### config.mk
export PLATFORM = sky130hd
export DESIGN_NAME = rat_ckpt_flat
export DESIGN_NICKNAME = d
export VERILOG_FILES = /design/src/rtl/rat_ckpt_if.sv /design/src/rtl/rat_ckpt.sv /design/src/flat_wrapper.sv
export SDC_FILE = /design/constraint.sdc
export NUM_CORES = 1
export LEC_CHECK = 0
export ABC_AREA = 1
export ABC_CLOCK_PERIOD_IN_PS = 4050
export BUFFER_PORTS_ARGS = -buffer_cell sky130_fd_sc_hd__buf_2
export CELL_PAD_IN_SITES_DETAIL_PLACEMENT = 2
export CELL_PAD_IN_SITES_GLOBAL_PLACEMENT = 2
export CORE_MARGIN = 8
export CORE_UTILIZATION = 36
export CTS_CLUSTER_SIZE = 16
export DETAILED_ROUTE_END_ITERATION = 16
export GPL_TIMING_DRIVEN = 0
export HOLD_SLACK_MARGIN = 0.12
export PLACE_DENSITY = 0.91
export SYNTH_ARGS = -nofsm -noshare
export SYNTH_HDL_FRONTEND = slang
export SYNTH_SLANG_ARGS = --single-unit
### constraint.sdc
create_clock -name clk -period 4.05 [get_ports clk]
set_input_delay 0.2025 -clock clk [delete_from_list [all_inputs] [get_ports clk]]
set_output_delay 0.2025 -clock clk [all_outputs]
set_load 0.01 [all_outputs]
### src/rtl/rat_ckpt_if.sv
// Bus bundle for the checkpointed register alias table: rename, wakeup and
// checkpoint-control strobes in, current map and checkpoint status out.
interface rat_ckpt_if #(
    parameter int NUM_LRS    = 10,
    parameter int ADDR_WIDTH = 5,
    parameter int NUM_RENAME = 2,
    parameter int NUM_WB     = 2,
    parameter int NUM_CKPT   = 4
);
    localparam int LR_W = $clog2(NUM_LRS);
    localparam int CP_W = $clog2(NUM_CKPT);

    logic [NUM_RENAME-1:0]            rename_valid;
    logic [NUM_RENAME*LR_W-1:0]       rename_lr;
    logic [NUM_RENAME*ADDR_WIDTH-1:0] rename_pr;
    logic [NUM_WB-1:0]                wb_valid;
    logic [NUM_WB*ADDR_WIDTH-1:0]     wb_pr;
    logic                             ckpt_take;
    logic                             ckpt_release;
    logic                             restore_valid;
    logic [CP_W-1:0]                  restore_id;
    logic [NUM_LRS*ADDR_WIDTH-1:0]    assignments;
    logic [NUM_LRS-1:0]               done_flags;
    logic [CP_W-1:0]                  ckpt_id;
    logic                             ckpt_full;
    logic [CP_W:0]                    ckpt_count;

    modport slave (
        input  rename_valid, rename_lr, rename_pr, wb_valid, wb_pr,
        input  ckpt_take, ckpt_release, restore_valid, restore_id,
        output assignments, done_flags, ckpt_id, ckpt_full, ckpt_count
    );

    modport master (
        output rename_valid, rename_lr, rename_pr, wb_valid, wb_pr,
        output ckpt_take, ckpt_release, restore_valid, restore_id,
        input  assignments, done_flags, ckpt_id, ckpt_full, ckpt_count
    );
endinterface

### src/rtl/rat_ckpt.sv
// Multi-port register alias table with a circular stack of branch checkpoints
// that can be restored in a single cycle on a mispredict.
module rat_ckpt #(
    parameter int NUM_LRS    = 10,
    parameter int ADDR_WIDTH = 5,
    parameter int NUM_RENAME = 2,
    parameter int NUM_WB     = 2,
    parameter int NUM_CKPT   = 4
) (
    input logic         clk,
    input logic         rst,
    rat_ckpt_if.slave   bus
);
    localparam int LR_W = $clog2(NUM_LRS);
    localparam int CP_W = $clog2(NUM_CKPT);

    typedef logic [ADDR_WIDTH-1:0] tag_t;

    // Handshake: every input is a single-cycle strobe with no ready/backpressure;
    // it is accepted on the clock edge where it is high, and silently dropped
    // when illegal (take while full, release while empty, restore out of range).

    tag_t               map_q [NUM_LRS];
    tag_t               map_n [NUM_LRS];
    logic [NUM_LRS-1:0] done_q, done_n;

    tag_t               snap_map    [NUM_CKPT][NUM_LRS];
    logic [NUM_LRS-1:0] snap_done   [NUM_CKPT];
    logic [NUM_LRS-1:0] snap_done_n [NUM_CKPT];

    logic [CP_W-1:0] head_q, head_n, tail_q, tail_n, rs_off;
    logic [CP_W:0]   count_q, count_n;
    logic            full, restore_ok, take_ok, rel_ok;

    function automatic logic wb_hit(input tag_t t,
                                    input logic [NUM_WB-1:0] v,
                                    input logic [NUM_WB*ADDR_WIDTH-1:0] prs);
        logic hit;
        hit = 1'b0;
        for (int k = 0; k < NUM_WB; k++) begin
            if (v[k] && (prs[k*ADDR_WIDTH +: ADDR_WIDTH] == t)) hit = 1'b1;
        end
        return hit;
    endfunction

    always_comb begin
        full       = (count_q == (CP_W+1)'(NUM_CKPT));
        rel_ok     = bus.ckpt_release && (count_q != '0);
        rs_off     = bus.restore_id - head_q;
        // Offset from head below count means the slot is live, which also covers the full case.
        restore_ok = bus.restore_valid && ({1'b0, rs_off} < count_q);
        take_ok    = bus.ckpt_take && !full && !restore_ok;

        for (int s = 0; s < NUM_CKPT; s++) begin
            for (int i = 0; i < NUM_LRS; i++) begin
                snap_done_n[s][i] = snap_done[s][i] | wb_hit(snap_map[s][i], bus.wb_valid, bus.wb_pr);
            end
        end

        map_n  = map_q;
        done_n = done_q;
        if (restore_ok) begin
            map_n  = snap_map[bus.restore_id];
            done_n = snap_done_n[bus.restore_id];
        end else begin
            for (int i = 0; i < NUM_LRS; i++) begin
                done_n[i] = done_q[i] | wb_hit(map_q[i], bus.wb_valid, bus.wb_pr);
            end
            // Ascending port order so a later port wins; out-of-range LRs never match.
            for (int k = 0; k < NUM_RENAME; k++) begin
                for (int i = 0; i < NUM_LRS; i++) begin
                    if (bus.rename_valid[k] && (bus.rename_lr[k*LR_W +: LR_W] == LR_W'(i))) begin
                        map_n[i]  = bus.rename_pr[k*ADDR_WIDTH +: ADDR_WIDTH];
                        done_n[i] = 1'b0;
                    end
                end
            end
        end

        head_n = head_q + CP_W'(rel_ok);
        if (restore_ok) begin
            tail_n  = bus.restore_id;
            count_n = {1'b0, bus.restore_id - head_n};
        end else begin
            tail_n  = tail_q + CP_W'(take_ok);
            count_n = count_q + (CP_W+1)'(take_ok) - (CP_W+1)'(rel_ok);
        end
    end

    always_ff @(posedge clk) begin
        if (!rst) begin
            for (int i = 0; i < NUM_LRS; i++) map_q[i] <= ADDR_WIDTH'(i + 2);
            done_q  <= '1;
            head_q  <= '0;
            tail_q  <= '0;
            count_q <= '0;
        end else begin
            map_q   <= map_n;
            done_q  <= done_n;
            head_q  <= head_n;
            tail_q  <= tail_n;
            count_q <= count_n;
        end
    end

    // Snapshot storage needs no reset; stale slots are never restorable.
    always_ff @(posedge clk) begin
        for (int s = 0; s < NUM_CKPT; s++) begin
            if (take_ok && (tail_q == CP_W'(s))) begin
                snap_map[s]  <= map_n;
                snap_done[s] <= done_n;
            end else begin
                snap_done[s] <= snap_done_n[s];
            end
        end
    end

    always_comb begin
        bus.assignments = '0;
        for (int i = 0; i < NUM_LRS; i++) begin
            bus.assignments[i*ADDR_WIDTH +: ADDR_WIDTH] = map_q[i];
        end
    end

    assign bus.done_flags = done_q;
    assign bus.ckpt_id    = tail_q;
    assign bus.ckpt_full  = full;
    assign bus.ckpt_count = count_q;
endmodule

### src/flat_wrapper.sv
// flat-port wrapper written by rule: the top's interface ports become plain ports
module rat_ckpt_flat 
#(
    parameter int NUM_LRS    = 10,
    parameter int ADDR_WIDTH = 5,
    parameter int NUM_RENAME = 2,
    parameter int NUM_WB     = 2,
    parameter int NUM_CKPT   = 4
)
  (clk, rst, bus_rename_valid, bus_rename_lr, bus_rename_pr, bus_wb_valid, bus_wb_pr, bus_ckpt_take, bus_ckpt_release, bus_restore_valid, bus_restore_id, bus_assignments, bus_done_flags, bus_ckpt_id, bus_ckpt_full, bus_ckpt_count);
  rat_ckpt_if #(.NUM_LRS(NUM_LRS), .ADDR_WIDTH(ADDR_WIDTH), .NUM_RENAME(NUM_RENAME), .NUM_WB(NUM_WB), .NUM_CKPT(NUM_CKPT)) bus_i ();
  input logic clk;
  input logic rst;
  input wire logic [$bits(bus_i.rename_valid)-1:0] bus_rename_valid;
  input wire logic [$bits(bus_i.rename_lr)-1:0] bus_rename_lr;
  input wire logic [$bits(bus_i.rename_pr)-1:0] bus_rename_pr;
  input wire logic [$bits(bus_i.wb_valid)-1:0] bus_wb_valid;
  input wire logic [$bits(bus_i.wb_pr)-1:0] bus_wb_pr;
  input wire logic [$bits(bus_i.ckpt_take)-1:0] bus_ckpt_take;
  input wire logic [$bits(bus_i.ckpt_release)-1:0] bus_ckpt_release;
  input wire logic [$bits(bus_i.restore_valid)-1:0] bus_restore_valid;
  input wire logic [$bits(bus_i.restore_id)-1:0] bus_restore_id;
  output wire logic [$bits(bus_i.assignments)-1:0] bus_assignments;
  output wire logic [$bits(bus_i.done_flags)-1:0] bus_done_flags;
  output wire logic [$bits(bus_i.ckpt_id)-1:0] bus_ckpt_id;
  output wire logic [$bits(bus_i.ckpt_full)-1:0] bus_ckpt_full;
  output wire logic [$bits(bus_i.ckpt_count)-1:0] bus_ckpt_count;
  assign bus_i.rename_valid = bus_rename_valid;
  assign bus_i.rename_lr = bus_rename_lr;
  assign bus_i.rename_pr = bus_rename_pr;
  assign bus_i.wb_valid = bus_wb_valid;
  assign bus_i.wb_pr = bus_wb_pr;
  assign bus_i.ckpt_take = bus_ckpt_take;
  assign bus_i.ckpt_release = bus_ckpt_release;
  assign bus_i.restore_valid = bus_restore_valid;
  assign bus_i.restore_id = bus_restore_id;
  assign bus_assignments = bus_i.assignments;
  assign bus_done_flags = bus_i.done_flags;
  assign bus_ckpt_id = bus_i.ckpt_id;
  assign bus_ckpt_full = bus_i.ckpt_full;
  assign bus_ckpt_count = bus_i.ckpt_count;
  rat_ckpt #(.NUM_LRS(NUM_LRS), .ADDR_WIDTH(ADDR_WIDTH), .NUM_RENAME(NUM_RENAME), .NUM_WB(NUM_WB), .NUM_CKPT(NUM_CKPT)) u_core (.clk(clk), .rst(rst), .bus(bus_i));
endmodule
## Yosys cells after proc, flatten, opt, wreduce, memory -nomap -nowiden

Memories as Yosys holds them, arrays and structs flattened.
Index checks and enable logic that the tools add are counted.

| operators by class | value |
|---|---|
| add/subtract/negate cells | 6 |
| multipliers | 0 |
| divide/modulo/power cells | 0 |
| $lt $le $gt $ge | 2 |
| eq/ne operators | 122 |
| shifts and indexed selects | 0 |
| mux-type cells | 182 |
| bitwise gates (word level) | 56 |
| reductions and logical operators | 138 |

Operator list:

| cell | number |
|---|---|
| 5-bit == test | 100 |
| 50-bit two-way mux | 4 |
| 50-bit OR reduction | 3 |
| 1-bit two-way mux | 145 |
| 1-bit logical AND | 128 |
| 5-bit two-way mux | 20 |
| 10-bit two-way mux | 7 |
| 1-bit bitwise OR | 54 |
| 4-bit by 3-bit == test with 1-bit output, second input constant | 8 |
| 10-bit binary-select mux with 2-bit select | 1 |
| 4-bit by 2-bit == test with 1-bit output, second input constant | 4 |
| 4-bit == test, second input constant | 4 |
| 2-bit two-way mux | 5 |
| 4-bit by 1-bit == test with 1-bit output, second input constant | 2 |
| 4-bit logical NOT | 2 |
| 2-bit by 1-bit adder with 2-bit output | 2 |
| 2-bit == test, second input constant | 2 |
| 2-bit subtractor | 2 |
| 3-bit by 1-bit adder with 3-bit output | 1 |
| 3-bit == test, second input constant | 1 |
| 3-bit greater-or-equal comparator, second input constant | 1 |
| 2-bit by 3-bit < comparator with 1-bit output | 1 |
| 2-bit NOT with 3-bit output | 1 |
| 3-bit nonzero test | 1 |
| other kinds (6) | 7 |

| storage, ports and cells | value |
|---|---|
| register bits after elaboration | 67 |
| latch bits | 0 |
| memory bits (writable) | 240 |
| memory bits (read-only) | 0 |
| input port bits | 39 |
| output and inout bits | 66 |
| logic and storage cells | 523 |
| memories kept | 2 |

Memory list:

| memory | words | width | rd ports | clocked after memory_dff | wr ports | RTL line | RTL |
|---|---|---|---|---|---|---|---|
| u_core.snap_map | 4 | 50 | 5 | 0 | 1 | rat_ckpt.sv:27 | `tag_t snap_map [NUM_CKPT][NUM_LRS];` |
| u_core.snap_done | 4 | 10 | 4 | 0 | 4 | rat_ckpt.sv:28 | `logic [NUM_LRS-1:0] snap_done [NUM_CKPT];` |

## Longest topological paths before layout

| depth | value |
|---|---|
| word-level depth | 12 |
| mapped depth | 18 |
| gate-level depth less buffers | 15 |

## Least setup slack after synthesis

OpenSTA, ideal clock, no wires.

| timing | value |
|---|---|
| path kind | in2reg |
| start | input port bus_restore_id[0] |
| end | memory u_core.snap_map[2][0] (netlist bit), enable pin |
| setup time | 0.388 ns |
| data arrival time | 2.915 ns |
| path slack | 0.747 ns |
| cell stages on the path | 14 |
| cell sequence | buf_4 -> inv_2 -> buf_2 -> buf_2 -> ha_1 -> xnor2_1 -> xor2_1 -> inv_1 -> ha_1 -> a21oi_1 -> o21ai_2 -> nand2_2 -> nor3_1 -> buf_2 |

| between the ends | value |
|---|---|
| longest elaborated chain between the ends | 12 |
| elaborated cells on any way between the ends | 26 |
| classes of those cells | 1 x add/sub; 1 x order compare; 14 x mux; 10 x reduce/logical |

RTL lines:

| what | RTL line | RTL |
|---|---|---|
| from (decl) | flat_wrapper.sv:22 | `input wire logic [$bits(bus_i.restore_id)-1:0] bus_restore_id;` |
| 2-bit subtractor (*) | rat_ckpt.sv:49 | `rs_off = bus.restore_id - head_q;` |
| 2-bit by 3-bit < comparator with 1-bit output (*) | rat_ckpt.sv:51 | `restore_ok = bus.restore_valid && ({1'b0, rs_off} < count_q);` |
| 1-bit logical AND (*) | rat_ckpt.sv:51 |  |
| 1-bit logical NOT (*) | rat_ckpt.sv:52 | `take_ok = bus.ckpt_take && !full && !restore_ok;` |
| 1-bit logical AND (*) | rat_ckpt.sv:52 |  |
| 1-bit logical AND | rat_ckpt.sv:109 | `if (take_ok && (tail_q == CP_W'(s))) begin` |
| 1-bit two-way mux | rat_ckpt.sv:109 |  |
| 1-bit two-way mux (not written as such) | rat_ckpt.sv:110 | `snap_map[s] <= map_n;` |
| 50-bit OR reduction (no source line) | n/a |  |
| 2-bit two-way mux (no source line) or 1-bit two-way mux (tied branches) (3 in series) | n/a |  |
| to (decl) | rat_ckpt.sv:27 |  |

Every way passes the cells marked *; elsewhere a longest branch is shown, timed or not.

==> results_dict.tcl <==
set metrics [dict create \
    synth_ff_type "edfxtp_1" \
    p_switching_w 0.00721 \
    p_total_w 0.0156 \
    fin_skew_ns 0.0237 \
    syn_to_final_growth_pct 13.7 \
    drt_iter0_drc 3946 \
    yosysUniqueCellTypes 43 \
    p_leak_nw 10.4 \
    p_clk_frac 0.235 \
    first_pass_iters 6 \
    relSlewSlack -0.0719 \
    switching_share 0.463 \
    setup_ws_ns -0.0724 \
    avgSynthCellArea_um2 6.89 \
    initial_core_util 0.362 \
    htree_levels 2 \
    drc 0 \
    whs_ns 0.177 \
    synth_area_um2 20700 \
    cts_root_buf "clkbuf_16" \
    die_y_um 256 \
    required_ns 4.35 \
    grt_use_total 0.433 \
    ant_nets 0 \
    violations "capacitance limit, slew limit, setup timing" \
    pwr-share-comb 0.408 \
    io_pins 105 \
    ir_worst_vdd_v 0.000517 \
    finalSetupViolCount 13 \
    nets 3187 \
    grt_pass1_vias 26900 \
    pre_cts_slack_ns -0.648 \
    endpoint_kind "flip-flop" \
    power_density_nw_per_um2 661 \
    worst-setup-path-type "in -> reg" \
    via_per_inst 6.73 \
    gp_congestion 1.05 \
    clk_latency_ns 0.60 \
    fillers 6878 \
    status "finished with violations" \
    maxCapViolations 3 \
    setup_tns_ns -0.508 \
    routed_wl_um 149000 \
    portBuffers 90 \
    num_vias 26600 \
    grt_max_degree 43 \
    numClockSinks 307 \
    core_area_um2 57300 \
    timing.final.crit_period_ns 4.12 \
    cts_tree "done" \
    syn-num-nets 3051 \
    worstMarginPinSlew_ns 1.61 \
    power.share.sequential 0.356 \
    die_area_um2 65500 \
    synth_edf_count 200 \
    grt-ovfl-total 0 \
    ys_ff_latch 307 \
    hold_viol_final 0 \
    grt_pass1_wl_um 203000 \
    p_int_w 0.00835 \
    syn_inst 3004 \
    crit_fanout 13 \
    hpwlAfterDp_um 102000 \
    drive_above_1_share 0.107 \
    path_clk_slew_ns 0.06 \
    die_w_um 256 \
    placementRows 88 \
    yosysSeqAreaShare 0.393 \
    wl_per_cell_um 37.6 \
    yosys_warnings 0 \
    grt_antenna_before_repair 10 \
    fmax_mhz 243 \
    slew_violations 33 \
    cts_inserted_buffers 39 \
    arrival_ns 4.42 \
    postSynth.asyncResetShare 0 \
    start_kind "input port" \
    ctsLongestPathBuffers 3 \
    worstHoldPathType "in -> reg" \
    finalCritPeriodShare 1.02 \
]
-- stage by stage --
step,cells,util,cell area (µm²)
finish,3948,0.411,23600
floorplan,3004,-,20700
global route,3935,0.411,23500
detailed placement,3863,0.388,22200
CTS,3936,0.411,23500
global placement,3859,0.386,22100
-- power groups by stage --
stage / Clock [W] / Combinational (W) / Sequential, W
2_1_floorplan: 0 / 0.00332 / 0.00522
3_3_place_gp: 0 / 0.00553 / 0.00549
3_5_place_dp: 0 / 0.00593 / 0.00552
4_1_cts: 0.00362 / 0.00604 / 0.00547
5_1_grt: 0.00372 / 0.00655 / 0.00555
6_report: 0.00366 / 0.00636 / 0.00555
-- layout make-up --
class | instances | area (µm²) | area share
buffer | 180 | 1010 | 0.0428
sequential | 307 | 8150 | 0.346
inverter | 337 | 1270 | 0.0540
timing repair buffer | 96 | 581 | 0.0246
antenna | 13 | 32.5 | 0.00138
tap | 765 | 957 | 0.0406
clock inverter | 18 | 179 | 0.00760
clock buffer | 53 | 1070 | 0.0455
multi-input combinational | 2179 | 10300 | 0.438
-- cells by family after synthesis --
logic type | count (synthesis) | share of synthesized area
flip-flops | 307 | 0.393
AND/OR/NAND/NOR | 1407 | 0.281
buffers and inverters | 518 | 0.109
adder cells (fa/ha/maj) | 8 | 0.00519
AO/OA/AOI/OAI | 718 | 0.192
XOR/XNOR | 46 | 0.0195
-- path summary, 6_finish.rpt --
kind	start	to	slack, ns	cells after the start
min reg2reg	u_core.snap_done[0][4]	u_core.snap_done[0][4]	0.56	3
min	bus_rename_pr[8]	u_core.bus.assignments[38]	0.18	3
max	bus_restore_id[0]	u_core.snap_map[3][9]	-0.07	16
max reg2reg	u_core.head_q[0]	u_core.snap_map[3][9]	0.38	12
-- worst max-delay path: stages --
cell      delay [ns]
buf_4           0.18
inv_2           0.14
buf_2           0.33
clkbuf_4        0.47
ha_1            0.26
xnor2_1         0.14
xor2_1          0.17
inv_1           0.07
ha_1            0.31
a21oi_1         0.22
o21ai_2         0.20
nor2_4          0.41
buf_4           0.42
inv_1           0.34
o21ai_1         0.33
inv_1           0.18
-- cell usage after synthesis, types with 3 or more instances --
| master | count | share of area |
|---|---|---|
| a211oi_1 | 9 | 0.0033 |
| a21boi_0 | 5 | 0.0018 |
| a21oi_1 | 153 | 0.037 |
| a31oi_1 | 9 | 0.0027 |
| and2_1 | 5 | 0.0015 |
| buf_1 | 3 | 0.00054 |
| buf_2 | 100 | 0.024 |
| buf_4 | 25 | 0.0091 |
| buf_6 | 12 | 0.0065 |
| clkbuf_1 | 39 | 0.0071 |
| dfxtp_1 | 107 | 0.10 |
| edfxtp_1 | 200 | 0.29 |
| ha_1 | 7 | 0.0042 |
| inv_1 | 314 | 0.057 |
| inv_2 | 19 | 0.0034 |
| nand2_1 | 709 | 0.13 |
| nand2_2 | 4 | 0.0012 |
| nand3_1 | 178 | 0.043 |
| nand3_2 | 10 | 0.0048 |
| nand3b_1 | 11 | 0.0040 |
| nand4_1 | 34 | 0.010 |
| nor2_1 | 405 | 0.073 |
| nor2_2 | 6 | 0.0018 |
| nor3_1 | 34 | 0.0082 |
| nor3_2 | 3 | 0.0014 |
| o211ai_1 | 34 | 0.012 |
| o21ai_0 | 286 | 0.069 |
| o21ai_1 | 51 | 0.012 |
| o221ai_1 | 3 | 0.0013 |
| o22ai_1 | 161 | 0.049 |
| or2_1 | 6 | 0.0018 |
| xnor2_1 | 11 | 0.0047 |
| xor2_1 | 35 | 0.015 |
-- routing by layer --
metal  track usage  wire length, µm
met1         0.518            53500
met5             0               18
met4         0.340            14400
met2         0.629            60100
met3         0.150            20600
-- what timing repair did --
item	in CTS	in global routing
gates cloned	0	0
setup buffers	0	0
gates resized for setup	5	2
hold buffers	2	0
hold endpoints to repair	7	0
pin swaps	0	0
setup endpoints to repair	43	140
-- layout by cell type (no fill, tap or decap), types with 5 or more instances in the layout --
cell type | netlist | routed
nor2_2 | 6 | 5
clkbuf_1 | 39 | 48
and2_1 | 5 | 5
clkinv_2 | 0 | 6
o211ai_1 | 34 | 34
nand4_1 | 34 | 34
a31oi_1 | 9 | 9
clkbuf_16 | 0 | 41
o22ai_1 | 161 | 161
edfxtp_1 | 200 | 200
xor2_1 | 35 | 35
buf_6 | 12 | 13
o21ai_0 | 286 | 286
clkinv_1 | 2 | 5
nor3_1 | 34 | 34
inv_1 | 314 | 314
dfxtp_1 | 107 | 107
nand3_2 | 10 | 10
buf_4 | 25 | 28
a21oi_1 | 153 | 153
ha_1 | 7 | 7
a211oi_1 | 9 | 9
inv_2 | 19 | 19
nor2_1 | 405 | 405
nand3b_1 | 11 | 11
nand2_1 | 709 | 709
o21ai_1 | 51 | 51
diode_2 | 0 | 13
nand3_1 | 178 | 178
xnor2_1 | 11 | 11
a21boi_0 | 5 | 5
or2_1 | 6 | 6
buf_2 | 100 | 184
-- registers in the layout, summed over array words and instances (netlist names) --
name and flops:
u_core.snap_map 200, u_core.bus.assignments 50, u_core.snap_done 40, u_core.bus.done_flags 10
u_core.bus.ckpt_count 3, u_core.bus.ckpt_id 2, u_core.head_q 2
(Power assumes the default switching activity.)
